===== src/rtl/sub32_serial.sv =====
// Serial 32-bit subtractor: src1 - src2 computed one 4-bit slice per cycle, LSB slice first.
// Start accepted in IDLE/DONE; 8 RUN cycles, then a one-cycle done pulse; start during RUN is ignored.
module sub32_serial (
  input  logic        clk,
  input  logic        rst,
  input  logic        start,
  input  logic [31:0] src1,
  input  logic [31:0] src2,
  output logic        busy,
  output logic        done,
  output logic [31:0] result,
  output logic        borrow,
  output logic        zero,
  output logic        overflow
);

  typedef enum logic [1:0] {IDLE, RUN, DONE} state_t;

  state_t      state_q, state_d;
  logic [2:0]  cnt_q, cnt_d;
  logic        carry_q, carry_d;
  logic [31:0] a_q, a_d, b_q, b_d;
  logic [27:0] acc_q, acc_d;
  logic [31:0] result_q, result_d;
  logic        borrow_q, borrow_d;
  logic        zero_q, zero_d;
  logic        overflow_q, overflow_d;
  logic        busy_q, busy_d;
  logic        done_q, done_d;

  logic        accept;
  logic [3:0]  a_sl, b_sl;
  logic [4:0]  sum;
  logic [31:0] final_res;

  always_comb begin
    accept    = start && (state_q != RUN);
    a_sl      = a_q[{cnt_q, 2'b00} +: 4];
    b_sl      = b_q[{cnt_q, 2'b00} +: 4];
    sum       = {1'b0, a_sl} + {1'b0, ~b_sl} + {4'b0000, carry_q};
    // Completed slices sit in acc_q[27:0]; the slice finishing now supplies the top nibble.
    final_res = {sum[3:0], acc_q};

    state_d    = state_q;
    cnt_d      = cnt_q;
    carry_d    = carry_q;
    a_d        = a_q;
    b_d        = b_q;
    acc_d      = acc_q;
    result_d   = result_q;
    borrow_d   = borrow_q;
    zero_d     = zero_q;
    overflow_d = overflow_q;

    case (state_q)
      RUN: begin
        acc_d   = {sum[3:0], acc_q[27:4]};
        carry_d = sum[4];
        cnt_d   = cnt_q + 3'd1;
        if (cnt_q == 3'd7) begin
          state_d    = DONE;
          result_d   = final_res;
          borrow_d   = ~sum[4];
          zero_d     = (final_res == 32'd0);
          overflow_d = (a_q[31] ^ b_q[31]) & (final_res[31] ^ a_q[31]);
        end
      end
      default: begin
        if (accept) begin
          state_d = RUN;
          a_d     = src1;
          b_d     = src2;
          cnt_d   = 3'd0;
          carry_d = 1'b1;
        end else begin
          state_d = IDLE;
        end
      end
    endcase

    busy_d = (state_d == RUN);
    done_d = (state_d == DONE);
  end

  always_ff @(posedge clk or posedge rst) begin
    if (rst) begin
      state_q    <= IDLE;
      cnt_q      <= 3'd0;
      carry_q    <= 1'b0;
      a_q        <= 32'd0;
      b_q        <= 32'd0;
      acc_q      <= 28'd0;
      result_q   <= 32'd0;
      borrow_q   <= 1'b0;
      zero_q     <= 1'b0;
      overflow_q <= 1'b0;
      busy_q     <= 1'b0;
      done_q     <= 1'b0;
    end else begin
      state_q    <= state_d;
      cnt_q      <= cnt_d;
      carry_q    <= carry_d;
      a_q        <= a_d;
      b_q        <= b_d;
      acc_q      <= acc_d;
      result_q   <= result_d;
      borrow_q   <= borrow_d;
      zero_q     <= zero_d;
      overflow_q <= overflow_d;
      busy_q     <= busy_d;
      done_q     <= done_d;
    end
  end

  assign busy     = busy_q;
  assign done     = done_q;
  assign result   = result_q;
  assign borrow   = borrow_q;
  assign zero     = zero_q;
  assign overflow = overflow_q;

endmodule


===== config.mk =====
export PLATFORM = sky130hd
export DESIGN_NAME = sub32_serial
export DESIGN_NICKNAME = d
export VERILOG_FILES = /design/src/rtl/sub32_serial.sv
export SDC_FILE = /design/constraint.sdc
export NUM_CORES = 1
export LEC_CHECK = 0
export CAP_MARGIN = 0
export CORE_UTILIZATION = 47
export DETAILED_ROUTE_END_ITERATION = 16
export PLACE_DENSITY_LB_ADDON = 0.3
export SKIP_CTS_REPAIR_TIMING = 1
export SLEW_MARGIN = 20
export SYNTH_ARGS = -nofsm -noshare
export SYNTH_HDL_FRONTEND = slang
export SYNTH_SLANG_ARGS = --single-unit

===== constraint.sdc =====
create_clock -name clk -period 4.9 [get_ports clk]
set_clock_uncertainty 0.2 [all_clocks]
set_input_delay 0.98 -clock clk [delete_from_list [all_inputs] [get_ports clk]]
set_output_delay 0.98 -clock clk [all_outputs]
set_load 0.05 [all_outputs]

== Word-level counts from Yosys, hierarchy flattened ==
Cells that the tools add are included.

* Logic and storage cells: 40
* Output and inout port bits: 37
* Register bits after elaboration: 135
* Bits of input ports: 67

* Add/subtract/negate cells: 3
* Mux-type cells: 7
* Eq/ne operators: 5
* Bitwise gates (word level): 6
* Reduce and logical (&&, ||, !) cells: 5
* Shift-type cells: 2

{| class="wikitable"
|+ Operators by type and width
! operator !! number
|-
| variable part select 32 x 6 -> 4 bit || 2
|-
| zero test 32 bit || 1
|-
| 2-to-1 mux 3 bit || 2
|-
| adder 4 x 4 -> 5 bit || 1
|-
| adder 5 x 1 -> 5 bit || 1
|-
| == test 2 x 1 -> 1 bit (second input constant) || 2
|-
| 2-to-1 mux 2 bit || 2
|-
| inverter 4 bit || 1
|-
| AND reduction 2 bit || 2
|-
| adder 3 x 1 -> 3 bit (second input constant) || 1
|-
| == test 3 bit (second input constant) || 1
|-
| 2-to-1 mux 1 bit || 3
|-
| == test 2 bit (second input constant) || 1
|-
| != test 2 x 1 -> 1 bit (second input constant) || 1
|-
| inverter 1 bit || 2
|-
| nonzero test 2 bit || 1
|-
| bitwise XOR 1 bit || 2
|-
| bitwise AND 1 bit || 1
|-
| logical AND 1 bit || 1
|}

== Logic depth before layout (Yosys ltp) ==
Gate-level depths: netlist of the first run.

* Depth in word-level cells: 6
* Depth in mapped cells: 10
* Mapped depth without buffers: 8

== Worst setup path after synthesis of the first run ==
No wires, ideal clock.

* Path kind: reg-to-reg
* Start point: register cnt_q[1]
* End point: register zero_q, in the netlist zero
* Data arrival time: 2.822 ns
* Required time: 4.608 ns
* Path buffers: 2
* Path slack: 1.786 ns
* Cell stages (with the launch flop): 11
* Setup time: 0.092 ns
* Cells stage by stage: dfrtp_1 > clkbuf_1 > buf_2 > mux4_2 > mux2_2 > fa_1 > fa_1 > nand2_1 > nor4_2 > nand4_1 > o31ai_2

* Word-level cells in the longest chain between the ends: 5
* Elaborated cells between the ends (all ways): 8
* Classes of those cells: 2 x add/sub; 1 x eq/ne; 2 x shift; 1 x bitwise; 2 x reduce/logical

{| class="wikitable"
|+ Ends and longest elaborated chain
! element !! RTL line !! text
|-
| start: declaration || 20 || <nowiki>logic [2:0] cnt_q, cnt_d;</nowiki>
|-
| start signal: assignment || 101 || <nowiki>cnt_q <= cnt_d;</nowiki>
|-
| variable part select 32 x 6 -> 4 bit || 39 || <nowiki>b_sl = b_q[{cnt_q, 2'b00} +: 4];</nowiki>
|-
| inverter 4 bit || 40 || <nowiki>sum = {1'b0, a_sl} + {1'b0, ~b_sl} + {4'b0000, carry_q};</nowiki>
|-
| adder 4 x 4 -> 5 bit || 40 ||
|-
| adder 5 x 1 -> 5 bit || 40 ||
|-
| zero test 32 bit || 64 || <nowiki>zero_d = (final_res == 32'd0);</nowiki>
|-
| end signal: assignment || 108 || <nowiki>zero_q <= zero_d;</nowiki>
|-
| end: declaration || 26 || <nowiki>logic zero_q, zero_d;</nowiki>
|}

Several ways; a longest one is shown, not always the timed one.
A chain may end at the register's enable or synchronous reset.

== Worst setup path in the final report of the first run ==
Ends and elaborated chain as after synthesis.

==> results.ini, run 1 <==
[clock_network]
clkSinkCount = 135
cts_tree = done
cts_buffers = 17
htreeDepth = 4
cts_buffer_depth = 2
path_clk_slew_ns = 0.06
cts_root_buf = clkbuf_16
clock_latency_ns = 0.42

[setup_path]
arrival_ns = 3.44
worstReg2RegStart = cnt_q[1]$_DFFE_PP0P_
crit_path_end_kind = flop
r2r_slack_ns = 1.59
crit_required_ns = 5.03
r2r_cells = 8
start_kind = flop
r2r-end = zero$_DFFE_PP0P_
critPathKind = reg -> reg
worstPathMaxFanout = 18

[floorplan]
dieWidth_microns = 112
dieArea_sq_um = 12600
num_rows = 39
core_area_sq_um = 11700
start_util_pct = 49.1
die_height_microns = 112
pin_count = 104

[min_path]
holdPathStages = 2
min_to = result[20]$_DFFE_PP0P_
hp-start = result[20]$_DFFE_PP0P_
hold_class = reg -> reg

[logic_synthesis]
async_flop_share_pct = 100
synth.avg_cell_area_sq_um = 13.0
synthCells = 440
seq_area_frac_synth_pct = 59.0
netlist_area_sq_um = 5720
synth_edf_count = 0
dominantRegCellSynth = dfrtp_1
synth-seq-cells = 135
yosysWarnings = 0
synth.distinct_cells = 33
synth_fp_nets = 514

[timing]
finalSetupViolCount = 0
worst_pin_slew_ns = 0.879
slew_headroom_pct = 41.4
period_minus_slack_ns = 3.31
maxSlewViolCount = 0
rsz0062_at_grt = false
final_hold_viol_count = 0
post-route-period-util_pct = 67.6
tns_ns = 0
max_freq_mhz = 302

[placement]
hpwl_microns = 7860
placed_cells = 668
place_area_sq_um = 6870
port-buffer-count = 103
gp_congestion = 0.763

[power_and_ir_drop]
ir_drop_mv = 0.328
power_density_nw_per_um2 = 788
leakage_nw = 3.37

[layout]
design_area_sq_um = 7500
layout_common_cells = 135 x dfrtp_1, 114 x nand2_1, 103 x clkdlybuf4s50_1
layout_commonest_cell = dfrtp_1
n_antenna_cell = 0
instances_no_fill = 700
drive_above_1_share_pct = 26.2
final_nets = 618
syn_to_final_growth_pct = 31.1

[grt]
antenna_found_initial = 0
grt_pass1_vias = 3763
grt_pass1_wl_microns = 19300
overflow = 0
grtUsageTotal_pct = 20.3
grt_start_max_net_pins = 128

[route]
wire_per_inst_microns = 16.6
via_per_inst = 5.31
ant_nets = 0
drcViolationCount = 5
drt_iter0_markers = 188
drt_wl_total_microns = 11600
vias = 3718
dr.pass1.iters = 10

[run_status]
violations = design-rule violations
outcome = finished, violations left

[job]
maxCapViolCount = 0

## through the flow
step,setup WS [ns],utilization [%],hold WS [ns],power [mW]
floorplan,0.109,-,0.253,3.86
global placement,1.67,58.9,0.259,4.50
detailed placement,1.61,58.9,0.263,4.60
CTS,1.60,64.2,0.277,5.95
global route,1.39,64.3,0.288,6.28
finish,1.59,64.3,0.271,5.91
## cell families (layout without fill, tap and decap cells)
| kind of cell | Yosys count | count (layout) | share of synthesized area (%) |
|---|---|---|---|
| fa+ha+maj | 7 | 7 | 1.79 |
| xor+xnor | 1 | 1 | 0.153 |
| simple gates | 140 | 140 | 10.5 |
| compound gates | 18 | 18 | 1.82 |
| mux | 108 | 108 | 24.3 |
| flops | 135 | 135 | 59.0 |
| buf+inv | 31 | 148 | 2.45 |
## how the worst max path moves through the flow
stage / slack [ns] / startpoint / cells past startpoint / to
floorplan: 0.11 / rst / 1 / a_q[0]$_DFFE_PP0P_
global placement: 1.67 / cnt_q[0]$_DFFE_PP0P_ / 8 / zero$_DFFE_PP0P_
CTS: 1.60 / cnt_q[1]$_DFFE_PP0P_ / 8 / zero$_DFFE_PP0P_
detailed placement: 1.61 / cnt_q[1]$_DFFE_PP0P_ / 8 / zero$_DFFE_PP0P_
finish: 1.59 / cnt_q[1]$_DFFE_PP0P_ / 8 / zero$_DFFE_PP0P_
global route: 1.39 / cnt_q[0]$_DFFE_PP0P_ / 8 / zero$_DFFE_PP0P_
## state kept, by name (all words and copies together), names as in the netlist
register  cells
zero          1
busy          1
acc_q        28
state_q       2
done          1
result       32
cnt_q         3
a_q          32
carry_q       1
borrow        1
b_q          32
overflow      1
## per-layer routing
layer	global-route usage (%)	share of wire (%)
met1	26.2	44
met2	32.7	50
met3	5.35	4.3
met5	0	0
met4	9.07	1.9
## cell usage after synthesis, types with 2 or more instances
cell	instances	area [sq um]
or4_1	2	15.0
nor3_1	2	10.0
fa_1	2	40.0
nand2_1	115	432
nor4_1	4	25.0
nor2_1	2	7.51
clkbuf_1	10	37.5
mux4_2	16	360
nand4_1	2	12.5
nand3b_1	5	37.5
nor2b_1	2	12.5
dfrtp_1	135	3380
buf_2	10	50.1
mux2i_1	5	50.1
inv_1	7	26.3
ha_1	5	62.6
buf_1	2	7.51
mux2_2	87	980
o21ai_0	13	65.1
## cell type report
| class | count | area, sq um |
|---|---|---|
| Fill cell | 892 | 4160 |
| Sequential cell | 135 | 3380 |
| Multi-Input combinational cell | 274 | 2210 |
| Timing Repair Buffer | 109 | 1080 |
| Clock buffer | 21 | 470 |
| Tap cell | 143 | 179 |
| Clock inverter | 11 | 148 |
| Inverter | 7 | 33.8 |
## power breakdown
group | leakage [nW] | switching [mW] | internal, mW
clock | 0.291 | 0.477 | 0.839
sequential | 1.65 | 0.424 | 1.66
combinational | 1.43 | 1.33 | 1.18
total | 3.37 | 2.23 | 3.68
## worst max-delay path, stage by stage, from the launching register on
cell	delay, ns
dfrtp_1	0.80
mux4_2	0.41
mux2_2	0.29
fa_1	0.41
fa_1	0.55
nand2_1	0.08
nor4_2	0.13
nand4_1	0.13
o31ai_2	0.23
Note: power is estimated with default switching activity, not from simulation.
==> run 2: changes to the inputs <==
- CORE_UTILIZATION: 47 -> 52
- clock period: 4.9 -> 3.3 ns (I/O delays scaled with it)
==> run 2 against run 1 <==
Compared with the run above: the run now ends clean; critical path type unchanged; final area is 1.3% higher; global-route usage is 3.4 points higher; utilization is 8.0 points higher; critical path depth stayed put; sequential share of layout area is 0.56 points lower; register-to-register slack worse by 1.5 ns; flip-flop and latch count stayed put; worst setup slack worse by 1.5 ns; count of clock-buffer cells in the layout is 2 lower; final cell count is 0.14% lower; hold slack better by 0.0061 ns.
==> results.ini, run 2 (synthesis gave the netlist of run 1 again) <==
[grt]
grt_busiest_layer = met2  ; unchanged
use_met2_pct = 40.6  ; was 32.7%
grtUsageMet1_pct = 29.5  ; was 26.2%
met3_usage_pct = 5.17  ; was 5.35%
grt_pass1_wl_microns = 20400  ; was 19300 microns
grt_pass1_vias = 4157  ; was 3763
overflow = 0  ; unchanged
grt_start_max_net_pins = 53  ; was 128
antenna_found_initial = 0  ; unchanged
grtUsageTotal_pct = 23.8  ; was 20.3%

[clock_network]
cts_buffer_depth = 2  ; unchanged
cts_root_buf = clkbuf_8  ; was clkbuf_16
cts_buffers = 17  ; unchanged
clock_latency_ns = 0.52  ; was 0.42 ns
htreeDepth = 4  ; unchanged
clkSinkCount = 135  ; unchanged
cts_tree = done  ; unchanged
path_clk_slew_ns = 0.06  ; about the same

[timing]
rsz0062_at_grt = false  ; unchanged
maxSlewViolCount = 0  ; unchanged
post-route-period-util_pct = 96.0  ; was 67.6%
final_hold_viol_count = 0  ; unchanged
finalSetupViolCount = 0  ; unchanged
period_minus_slack_ns = 3.17  ; was 3.31 ns
worst_pin_slew_ns = 0.604  ; was 0.879 ns
max_freq_mhz = 316  ; was 302 MHz
tns_ns = 0  ; unchanged
slew_headroom_pct = 59.6  ; was 41.4%

[setup_path]
crit_required_ns = 3.52  ; was 5.03 ns
crit_slowest_cell = fa_1  ; was dfrtp_1
worstPathMaxFanout = 3  ; was 18
arrival_ns = 3.39  ; was 3.44 ns
crit_buf_inv = 0  ; unchanged
critPathTopFamily = adder cells  ; unchanged
critPathKind = reg -> reg  ; unchanged
r2r_cells = 8  ; unchanged
critPathMaxStageDelay_ns = 0.55  ; was 0.80 ns
path_cells = mux4_2 -> mux2_2 -> fa_1 -> fa_1 -> nand2_1 -> nor4_2 -> nand4_1 -> o31ai_2  ; unchanged
start_kind = flop  ; unchanged
crit_path_end_kind = flop  ; unchanged
r2r-end = zero$_DFFE_PP0P_  ; unchanged
r2r_slack_ns = 0.13  ; was 1.59 ns
cp_common_cell = fa_1  ; unchanged
worstReg2RegStart = cnt_q[0]$_DFFE_PP0P_  ; was cnt_q[1]$_DFFE_PP0P_

[floorplan]
dieArea_sq_um = 11400  ; was 12600 sq um
start_util_pct = 54.4  ; was 49.1%
num_rows = 37  ; was 39
die_height_microns = 107  ; was 112 microns
pin_count = 104  ; unchanged
dieWidth_microns = 107  ; was 112 microns
core_area_sq_um = 10500  ; was 11700 sq um

[route]
via_per_inst = 5.49  ; was 5.31
drt_wl_total_microns = 12300  ; was 11600 microns
vias = 3840  ; was 3718
dr.pass1.iters = 4  ; was 10
ant_nets = 0  ; unchanged
drt_iter0_markers = 148  ; was 188
wire_per_inst_microns = 17.6  ; was 16.6 microns
drcViolationCount = 0  ; was 5

[placement]
hpwl_microns = 8290  ; was 7860 microns
gp_congestion = 0.827  ; was 0.763
port-buffer-count = 103  ; unchanged

[min_path]
hold_class = reg -> reg  ; unchanged
holdPathStages = 2  ; unchanged
min_to = result[2]$_DFFE_PP0P_  ; was result[20]$_DFFE_PP0P_
hp-start = result[2]$_DFFE_PP0P_  ; was result[20]$_DFFE_PP0P_

[power_and_ir_drop]
power_density_nw_per_um2 = 1190  ; was 788 nW/um^2
leakage_nw = 3.41  ; was 3.37 nW
power_mw = 9.00  ; was 5.91 mW
ir_drop_mv = 0.643  ; was 0.328 mV

[layout]
fillers = 735  ; was 892
drive_above_1_share_pct = 27.0  ; was 26.2%
layout_commonest_cell = dfrtp_1  ; unchanged
n_antenna_cell = 0  ; unchanged
syn_to_final_growth_pct = 32.8  ; was 31.1%
final_nets = 624  ; was 618
layout_common_cells = 134 x dfrtp_1, 114 x nand2_1, 103 x clkdlybuf4s50_1  ; was 135 x dfrtp_1, 114 x nand2_1, 103 x clkdlybuf4s50_1

[run_status]
outcome = finished, final reports clean  ; was finished, violations left

[job]
maxCapViolCount = 0  ; unchanged

==> run 2: changes by cell type in the layout (fill, tap and decap cells not counted), moves of 2 or more <==
cell / previous run / this run
buf_12: 0 / 3
clkinv_2: 2 / 0
inv_6: 0 / 4
bufinv_16: 3 / 5
buf_4: 6 / 8
==> run 2: stage by stage <==
| step | hold WS [ns] | setup slack (ns) | cell area, sq um | utilization (%) | instances |
|---|---|---|---|---|---|
| detailed placement | 0.269 | 0.205 | 6940 | 66.1 | 667 |
| CTS | 0.285 | 0.106 | 7590 | 72.2 | 699 |
| global route | 0.311 | 0.0474 | 7600 | 72.3 | 699 |
| finish | 0.277 | 0.131 | 7600 | 72.3 | 699 |
| floorplan | 0.253 | 0.186 | 5730 | - | 440 |
| global placement | 0.260 | 0.342 | 6940 | 66.1 | 667 |
==> run 2: how the worst max path moves through the flow <==
stage / from / end / slack (ns) / cells past startpoint
2_1_floorplan: cnt_q[1]$_DFFE_PP0P_ / zero$_DFFE_PP0P_ / 0.19 / 10
3_3_place_gp: cnt_q[0]$_DFFE_PP0P_ / zero$_DFFE_PP0P_ / 0.34 / 8
3_5_place_dp: cnt_q[0]$_DFFE_PP0P_ / zero$_DFFE_PP0P_ / 0.20 / 9
4_1_cts: cnt_q[0]$_DFFE_PP0P_ / zero$_DFFE_PP0P_ / 0.11 / 9
5_1_grt: cnt_q[0]$_DFFE_PP0P_ / zero$_DFFE_PP0P_ / 0.05 / 8
6_report: cnt_q[0]$_DFFE_PP0P_ / zero$_DFFE_PP0P_ / 0.13 / 8
==> run 2: per-layer routing <==
| layer | share of wire (%) | up-vias | wire length (microns) |
|---|---|---|---|
| met5 | 0 | - | 0 |
| met4 | 2.3 | 0 | 282 |
| met3 | 4.5 | 24 | 558 |
| met2 | 52 | 135 | 6440 |
| met1 | 41 | 1940 | 5020 |
| li1 | - | 1741 | - |
==> run 2: tightest hold or removal path: cells and delay by family (launching register included) <==
kind	cells	cell delay, ns
DFF	1	0.34
and+or+nand+nor	2	0.10
==> run 2: power breakdown <==
group / switching [mW] / internal (mW) / leakage (nW) / total (mW)
clock: 0.734 / 1.33 / 0.306 / 2.07
sequential: 0.558 / 2.47 / 1.65 / 3.03
combinational: 2.13 / 1.78 / 1.46 / 3.91
==> run 2: area by class of cell <==
type	instances	area, sq um	share of cell area [%]
well taps	136	170	2.24
clock buffers	19	432	5.68
flip-flops and latches	135	3380	44.5
repair buffers	115	1160	15.3
multi-input cells	274	2210	29.0
clock inverters	13	216	2.85
inverters	7	30.0	0.395
